**src/rtl/lcd_pkg.sv**
```systemverilog
// Shared types and constants for the LCD text writer: FSM states, HD44780 command words, special characters.
package lcd_pkg;

  typedef enum logic [2:0] {
    WAIT_INIT,
    IDLE,
    ISSUE,
    ACK,
    HOLD
  } state_t;

  localparam logic [9:0] CMD_CLEAR    = 10'h001;
  localparam logic [9:0] CMD_DDRAM_L0 = 10'h080;
  localparam logic [9:0] CMD_DDRAM_L1 = 10'h0C0;
  localparam logic [7:0] CH_LF        = 8'h0A;
  localparam logic [7:0] CH_FF        = 8'h0C;
  localparam logic [1:0] RS_DATA      = 2'b10;

  function automatic logic [9:0] ddram_word(input logic line, input logic [3:0] col);
    return (line ? CMD_DDRAM_L1 : CMD_DDRAM_L0) | {6'd0, col};
  endfunction

endpackage

```
**src/rtl/lcd_char_fifo.sv**
```systemverilog
// Character FIFO for the LCD text writer: DEPTH entries of 8 bits, first-word-fall-through read, occupancy output.
module lcd_char_fifo #(
  parameter int DEPTH = 8,
  localparam int AW = $clog2(DEPTH)
) (
  input  logic          clk,
  input  logic          rst_n,
  input  logic          push,
  input  logic [7:0]    din,
  input  logic          pop,
  output logic [7:0]    dout,
  output logic          full,
  output logic          empty,
  output logic [AW:0]   level
);

  localparam logic [AW:0]   FULL_LVL = (AW+1)'(DEPTH);
  localparam logic [AW:0]   LVL_ONE  = (AW+1)'(1);
  localparam logic [AW-1:0] PTR_ONE  = AW'(1);

  logic [7:0]    mem [DEPTH];
  logic [AW-1:0] wr_ptr;
  logic [AW-1:0] rd_ptr;
  logic          do_push;
  logic          do_pop;

  assign full    = (level == FULL_LVL);
  assign empty   = (level == '0);
  assign do_push = push && !full;
  assign do_pop  = pop && !empty;
  assign dout    = mem[rd_ptr];

  always_ff @(posedge clk) begin
    if (do_push) mem[wr_ptr] <= din;
  end

  // Pointers wrap naturally because DEPTH is a power of two.
  always_ff @(posedge clk) begin
    if (!rst_n) begin
      wr_ptr <= '0;
      rd_ptr <= '0;
      level  <= '0;
    end else begin
      if (do_push) wr_ptr <= wr_ptr + PTR_ONE;
      if (do_pop)  rd_ptr <= rd_ptr + PTR_ONE;
      case ({do_push, do_pop})
        2'b10:   level <= level + LVL_ONE;
        2'b01:   level <= level - LVL_ONE;
        default: level <= level;
      endcase
    end
  end

endmodule

```
**src/rtl/lcd_text_writer.sv**
```systemverilog
// Turns a byte stream into paced HD44780 write strobes with 2x16 cursor tracking.
// Build option LCD_FF_CLEAR_EN: form feed (0x0C) issues a display clear instead of a character write.
module lcd_text_writer
  import lcd_pkg::*;
#(
  parameter int DEPTH   = 8,
  parameter int HOLDOFF = 1010,
  parameter int ACK_TO  = 16,
  parameter int COLS    = 16
) (
  input  logic                     clk,
  input  logic                     rst_n,
  input  logic                     in_valid,
  input  logic [7:0]               in_char,
  output logic                     in_ready,
  input  logic                     lcd_busy,
  output logic                     lcd_enable,
  output logic [9:0]               lcd_bus,
  output logic [$clog2(DEPTH):0]   level,
  output logic [4:0]               cursor,
  output logic                     ack_err
);

  localparam int             TW          = $clog2(4*HOLDOFF+1);
  localparam logic [TW-1:0]  TMR_ONE     = TW'(1);
  localparam logic [TW-1:0]  ACK_LD      = TW'(ACK_TO-1);
  localparam logic [TW-1:0]  HOLD_LD     = TW'(HOLDOFF-1);
  localparam logic [TW-1:0]  HOLD_CLR_LD = TW'(4*HOLDOFF-1);
  localparam logic [3:0]     COL_LAST    = 4'(COLS-1);

  state_t        state_q, state_d;
  logic [TW-1:0] tmr_q, tmr_d;
  logic [9:0]    word_q, word_d;
  logic          line_q, line_d;
  logic [3:0]    col_q, col_d;
  logic          addr_pend_q, addr_pend_d;
  logic          low_seen_q, low_seen_d;
  logic          slow_q, slow_d;
  logic          en_d;
  logic [9:0]    bus_d;
  logic          ack_err_d;
  logic          pop;
  logic [7:0]    head;
  logic          full;
  logic          empty;

  lcd_char_fifo #(.DEPTH(DEPTH)) u_fifo (
    .clk   (clk),
    .rst_n (rst_n),
    .push  (in_valid),
    .din   (in_char),
    .pop   (pop),
    .dout  (head),
    .full  (full),
    .empty (empty),
    .level (level)
  );

  assign in_ready = !full;
  assign cursor   = {line_q, col_q};

  always_comb begin
    state_d     = state_q;
    tmr_d       = tmr_q;
    word_d      = word_q;
    line_d      = line_q;
    col_d       = col_q;
    addr_pend_d = addr_pend_q;
    low_seen_d  = low_seen_q;
    slow_d      = slow_q;
    en_d        = 1'b0;
    bus_d       = '0;
    ack_err_d   = ack_err;
    pop         = 1'b0;
    case (state_q)
      WAIT_INIT: begin
        if (lcd_busy)        low_seen_d = 1'b0;
        else if (low_seen_q) state_d    = IDLE;
        else                 low_seen_d = 1'b1;
      end
      IDLE: begin
        if (addr_pend_q || !empty) state_d = ISSUE;
      end
      ISSUE: begin
        state_d = ACK;
        tmr_d   = ACK_LD;
        en_d    = 1'b1;
        slow_d  = 1'b0;
        if (addr_pend_q) begin
          word_d      = ddram_word(line_q, col_q);
          addr_pend_d = 1'b0;
        end else begin
          pop = 1'b1;
          // Newline only moves the cursor; the address command that follows does the real work.
          if (head == CH_LF) begin
            en_d        = 1'b0;
            state_d     = IDLE;
            col_d       = '0;
            line_d      = !line_q;
            addr_pend_d = 1'b1;
          end
`ifdef LCD_FF_CLEAR_EN
          else if (head == CH_FF) begin
            word_d      = CMD_CLEAR;
            col_d       = '0;
            line_d      = 1'b0;
            addr_pend_d = 1'b0;
            slow_d      = 1'b1;
          end
`endif
          else begin
            word_d = {RS_DATA, head};
            if (col_q == COL_LAST) begin
              col_d       = '0;
              line_d      = !line_q;
              addr_pend_d = 1'b1;
            end else begin
              col_d = col_q + 4'd1;
            end
          end
        end
        bus_d = en_d ? word_d : '0;
      end
      ACK: begin
        if (lcd_busy) begin
          state_d = HOLD;
          tmr_d   = slow_q ? HOLD_CLR_LD : HOLD_LD;
        end else if (tmr_q == '0) begin
          // Reissue from the held word; the FIFO and cursor were already advanced once.
          ack_err_d = 1'b1;
          en_d      = 1'b1;
          bus_d     = word_q;
          tmr_d     = ACK_LD;
        end else begin
          tmr_d = tmr_q - TMR_ONE;
        end
      end
      HOLD: begin
        if (tmr_q == '0) state_d = IDLE;
        else             tmr_d   = tmr_q - TMR_ONE;
      end
      default: state_d = WAIT_INIT;
    endcase
  end

  always_ff @(posedge clk) begin
    if (!rst_n) begin
      state_q     <= WAIT_INIT;
      tmr_q       <= '0;
      word_q      <= '0;
      line_q      <= 1'b0;
      col_q       <= '0;
      addr_pend_q <= 1'b0;
      low_seen_q  <= 1'b0;
      slow_q      <= 1'b0;
      lcd_enable  <= 1'b0;
      lcd_bus     <= '0;
      ack_err     <= 1'b0;
    end else begin
      state_q     <= state_d;
      tmr_q       <= tmr_d;
      word_q      <= word_d;
      line_q      <= line_d;
      col_q       <= col_d;
      addr_pend_q <= addr_pend_d;
      low_seen_q  <= low_seen_d;
      slow_q      <= slow_d;
      lcd_enable  <= en_d;
      lcd_bus     <= bus_d;
      ack_err     <= ack_err_d;
    end
  end

endmodule

```
**config.mk**
```make
export PLATFORM = sky130hd
export DESIGN_NAME = lcd_text_writer
export DESIGN_NICKNAME = d
export VERILOG_FILES = /design/src/rtl/lcd_pkg.sv /design/src/rtl/lcd_char_fifo.sv /design/src/rtl/lcd_text_writer.sv
export SDC_FILE = /design/constraint.sdc
export NUM_CORES = 1
export LEC_CHECK = 0
export ABC_AREA = 1
export CAP_MARGIN = 40
export CORE_AREA = 2 2 126 128
export CTS_CLUSTER_SIZE = 8
export DETAILED_ROUTE_END_ITERATION = 6
export DIE_AREA = 0 0 128 130
export PLACE_DENSITY = 0.56
export SLEW_MARGIN = 20
export SYNTH_ARGS = -nofsm -noshare
export SYNTH_HDL_FRONTEND = slang
export SYNTH_HIERARCHICAL = 1
export SYNTH_SLANG_ARGS = --single-unit
```
**constraint.sdc**
```tcl
create_clock -name clk -period 2.3 [get_ports clk]
set_input_delay 0.575 -clock clk [delete_from_list [all_inputs] [get_ports clk]]
set_output_delay 0.575 -clock clk [all_outputs]
set_load 0.02 [all_outputs]
```
Word-level counts from Yosys, hierarchy flattened
Memory sizes are Yosys's and may differ from the RTL's. A register that Yosys moved wholly into a read port is not among the register bits.
Cells that the tools add are included.

storage, ports and cells
  word-level logic and storage cells = 95
  RAM bits = 64
  memories kept = 1
  flip-flop bits (word level) = 54
  bits of input ports = 12

cells by class
  bitwise gates (word level) = 3
  equal/unequal tests = 15
  mux-type cells = 40
  $add $sub $neg = 6
  reductions and logical operators = 17

memory list
  name        depth  width  rd ports  clocked after Yosys merged registers in  write ports  RTL line             RTL
  u_fifo.mem  8      8      1         1                                        1            lcd_char_fifo.sv:21  logic [7:0] mem [DEPTH];

operators by type and width
  cell                   number
  $mux 10                5
  $mux 12                3
  $pmux 12 s3            1
  $mux 3                 7
  $pmux 10 s2            1
  $mux 1                 15
  $pmux 3 s5             1
  $logic_not 12->1       1
  $ne 2x2->1 const B     6
  $sub 12x1->12 const B  1
  $add 4x1->4 const B    2
  $eq 4x4->1 const B     2
  $eq 8x4->1 const B     1
  $mux 4                 2
  $or 8x4->8             1
  $pmux 4 s2             1
  $mux 7                 1
  $add 3x1->3 const B    2
  $eq 3x2->1 const B     2
  $reduce_and 3->1       2
  $reduce_and 5->1       1
  $logic_not 4->1        1
  $mux 2                 2
  $reduce_and 2->1       2
  other kinds (13)       18

Longest topological paths before layout
  word-level depth = 6
  gate-level depth with buffers = 16

Hierarchy
The synthesis kept the hierarchy.

by module, submodules not included
  module           area each (um^2)  cells an instance  times used
  lcd_char_fifo    3193.1            276                1
  lcd_text_writer  2333.5            352                1

Worst setup path before layout
No wires, ideal clock.

  kind = register to register
  start = register state_q[1]
  end = register u_fifo.level[2]
  setup time = 0.115 ns
  stages on the path, launching flop included = 16
  path buffers = 0
  data arrival time = 1.887 ns
  data required time = 2.185 ns
  clock period less this slack = 2.003 ns
  path slack = 0.297 ns
  path through = dfxtp_1 -> inv_1 -> nor2_4 -> nand2_2 -> nor2_4 -> nand2_1 -> inv_2 -> ha_1 -> nand2_1 -> inv_1 -> nor2_1 -> ha_1 -> a21oi_1 -> xnor2_1 -> o21ai_0 -> inv_1

between the ends
  longest elaborated chain between the ends = 5
  elaborated cells between the ends (all ways) = 7
  those cells by class = eq/ne (3); mux (2); reduce/logical (2)

RTL lines
  what                                             RTL line                RTL
  start: declaration                               lcd_text_writer.sv:31   state_t state_q, state_d;
  start signal: assignment                         lcd_text_writer.sv:160  state_q <= state_d;
  $eq 3x2->1 (*)                                   lcd_text_writer.sv:75   case (state_q)
  $mux 1 (*)                                       lcd_text_writer.sv:75
  via pop                                          lcd_text_writer.sv:42   logic pop;
  $logic_and 1x1->1 (*)                            lcd_char_fifo.sv:30     assign do_pop = pop && !empty;
  via u_fifo.do_pop                                lcd_char_fifo.sv:25     logic do_pop;
  $eq 2x1->1 or $eq 2x2->1 (tied branches)         lcd_char_fifo.sv:46     case ({do_push, do_pop})
  $pmux 4 s2 or $reduce_bool 2->1 (tied branches)  --
  end signal: assignment                           lcd_char_fifo.sv:47     2'b10: level <= level + LVL_ONE;
  end signal: assignment                           lcd_char_fifo.sv:48     2'b01: level <= level - LVL_ONE;
  end signal: assignment                           lcd_char_fifo.sv:49     default: level <= level;
  end: declaration                                 lcd_char_fifo.sv:14     output logic [AW:0] level

Mark *: on every way through the listed nets, which the timed path passes. The rest lies on a longest branch.
A chain may end at the register's enable or synchronous reset.

Worst setup path in the final report
Ends and elaborated chain as after synthesis.

==> results.sh <==
export IMPL_pre_cts_slack_ns=-0.01930
export IMPL_critical_path_max_fanout=5
export IMPL_numCtsBuffers=17
export IMPL_die_h_um=130
export IMPL_clock_sinks=121
export IMPL_h_tree_depth=4
export IMPL_drv_cap=0
export IMPL_power_mw=8.069
export IMPL_ir_drop_mv=0.6059
export IMPL_clockRootBuffer="clkbuf_16"
export IMPL_required_ns=2.61
export IMPL_vias=4349
export IMPL_clock_latency_ns=0.43
export IMPL_cp_cell_sequence="inv_1, nor2_4, nand2_2, nor2_4, nand2_2, inv_2, ha_2, nand2_1, inv_1, nor2_1, ha_1, a21oi_2, xnor2_1, o21ai_0, inv_1"
export IMPL_first_pass_iters=5
export IMPL_critPathTopFamily="simple AND/OR/NAND/NOR gates"
export IMPL_overflow=0
export IMPL_cts_tree="yes"
export IMPL_dp_hpwl_mm=8.546
export IMPL_io_buffers=33
export IMPL_n_antenna_cell=0
export IMPL_yosys_cell_types_count=35
export IMPL_finalHoldViolations=0
export IMPL_fin_area_mm2=0.006777
export IMPL_tightest_slew_ns=0.4471
export IMPL_synth_seq_area_share=0.5542
export IMPL_wl_mm=12.25
export IMPL_status="finished, final reports clean"
export IMPL_maxSlewViolCount=0
export IMPL_via_per_inst=4.854
export IMPL_clockBufferDepth=2
export IMPL_fin_crit_ns=2.164
export IMPL_core_area_mm2=0.01542
export IMPL_arrival_ns=2.47
export IMPL_fin_skew_ns=0.01213
export IMPL_place_congestion=0.8275
export IMPL_crit_buf_inv=4
export IMPL_ant_nets=0
export IMPL_rows=46
export IMPL_grt_pass1_wl_mm=20.12
export IMPL_yosysWarnings=6
export IMPL_ys_top_cells_by_area="edfxtp_1, dfxtp_1, nand2_1"
export IMPL_first_global_vias=4080
export IMPL_antenna_found_initial=0
export IMPL_leakage_nw=2.693
export IMPL_grt_max_degree=33
export IMPL_netlist_area_leader_share=0.3477
export IMPL_netlist_instances=628
export IMPL_critPathKind="register to register"
export IMPL_dieArea_mm2=0.01664
export IMPL_final_setup_worst_slack_ns=0.1358
export IMPL_initial_core_util=0.3583
export IMPL_placed_area_mm2=0.006181
export IMPL_syn_to_final_growth_pct=22.62
export IMPL_tns_ns=0
export IMPL_yosysTopAreaCell="edfxtp_1"
export IMPL_synth_avg_cell_area_um2=8.800
export IMPL_maxSlewHeadroom=0.7019
export IMPL_die_width_um=128
export IMPL_rsz0062_at_grt="no"
export IMPL_drt_initial_drc_count=381
export IMPL_critPathLaunchType="register"
export IMPL_layout_nets=711
export IMPL_fin_worst_hold_slack_ns=0.4428
export IMPL_power_density_mw_per_mm2=1191
export IMPL_io_pins=34
export IMPL_synth_area_mm2=0.005527
export IMPL_drive_gt1_frac=0.1264
export IMPL_cp_slowest_cell="dfxtp_1"
export IMPL_path_clk_slew_ns=0.06
export IMPL_wire_per_inst_um=13.67
export IMPL_yosys_register_bits=121
export IMPL_endpoint_kind="register"
export IMPL_setup_viol_count_final=0
export IMPL_max_freq_ghz=0.4621
export IMPL_drcViolationCount=0
export IMPL_crit_top_cell="inv_1"
export IMPL_post_route_period_util=0.9410
export IMPL_syn_num_nets=648
export IMPL_slowest_delay_ns=0.34
export IMPL_grt_usage=0.1569
export IMPL_hp_class="register to register"
-- final timing paths --
check,from,end,slack (ns),cells after the start
max,state_q[1]$_SDFFE_PN0P_,u_fifo/level[2]$_SDFFE_PN0P_,0.14,15
min,word_q[8]$_SDFFE_PN0P_,word_q[8]$_SDFFE_PN0P_,0.44,2
max reg2reg,state_q[1]$_SDFFE_PN0P_,u_fifo/level[2]$_SDFFE_PN0P_,0.14,15
min reg2reg,word_q[8]$_SDFFE_PN0P_,word_q[8]$_SDFFE_PN0P_,0.44,2
-- state kept, by name, summed over array words and instances (netlist names), 3 cells and up, named ones only --
name	cells
col_q	4
lcd_bus	10
state_q	3
tmr_q	12
u_fifo/level	4
u_fifo/mem	64
u_fifo/rd_ptr	3
u_fifo/wr_ptr	3
word_q	10
-- metal layers --
layer | GRT usage | vias up | routed length, um
met5 | 0 | - | 0
met4 | 0.07757 | 0 | 224
met3 | 0.03526 | 16 | 478
met2 | 0.2557 | 105 | 5919
met1 | 0.1981 | 2005 | 5628
li1 | - | 2223 | -
-- cell families (layout without fill, tap and decap cells) --
group | Yosys count | count (layout) | synth area share
AOI/OAI and AO/OA | 127 | 127 | 0.1191
xor gates and xnor gates | 7 | 7 | 0.01109
adders and majority gates | 8 | 8 | 0.01811
buffers and inverters | 81 | 157 | 0.06814
DFF | 121 | 121 | 0.5542
muxes | 8 | 8 | 0.01449
and+or+nand+nor | 276 | 276 | 0.2149
-- report_power, final --
group	switching, mW	total [mW]	internal, mW
Sequential	0.219	2.78	2.56
Combinational	1.73	2.74	1.01
Clock	1.04	2.54	1.50
Total	2.99	8.07	5.08
-- tightest hold or removal path: stages, from the launching register on --
cell,delay (ns)
dfxtp_1,0.29
inv_1,0.06
nor3_1,0.05
-- synthesized netlist by cell type --
cell and count:
nor3_1 8, inv_1 56, dfxtp_1 57, nor2_2 3, xnor2_1 4, nor2_4 6
o21bai_1 2, and3_1 1, nand2_1 132, buf_6 6, nor2_1 83, nor3_2 1
xor2_1 3, clkinv_1 2, clkbuf_4 1, mux2i_1 8, nand4_1 3, nand3_1 28
o21a_1 2, o21ai_0 51, ha_1 8, a21oi_1 48, a211oi_1 1, o22ai_1 8
and2_0 1, clkbuf_1 4, nand2_4 2, nand2_2 7, inv_2 6, clkbuf_8 1
edfxtp_1 64, buf_2 2, o21ai_1 15, buf_4 3, or2_0 1
-- layout by cell type, fill, tap and decap left out, types with 7 or more instances in the layout --
cell type and instances:
a21oi_1 47, buf_4 25, clkbuf_16 17, clkdlybuf4s50_1 32, dfxtp_1 55, edfxtp_1 64
ha_1 7, inv_1 56, mux2i_1 8, nand2_1 131, nand2_2 8, nand3_1 28
nor2_1 83, nor3_1 8, o21ai_0 51, o21ai_1 15, o22ai_1 8
-- area by class of cell --
cell class / instances / area, um2
fillers: 1474 / 8648
inverters: 64 / 240.2
flip-flops and latches: 121 / 3065
clock inverters: 15 / 141.4
clock buffers: 17 / 425.4
repair buffers: 61 / 568.0
multi-input cells: 426 / 2096
well taps: 192 / 240.2
-- through the flow --
step / instances / utilization
after CTS: 894 / 0.4375
after detailed placement: 862 / 0.4007
after global placement: 862 / 0.4007
after floorplan: 628 / -
after global routing: 896 / 0.4393
final: 896 / 0.4393
-- timing repair --
| item | 4_1_cts | 5_1_grt |
|---|---|---|
| setup endpoints to repair | 1 | 4 |
| hold buffers | 0 | 0 |
| pin swaps | 0 | 2 |
| gates resized for setup | 2 | 5 |
| setup buffers | 0 | 2 |
Note: power is estimated with default switching activity, not from simulation.
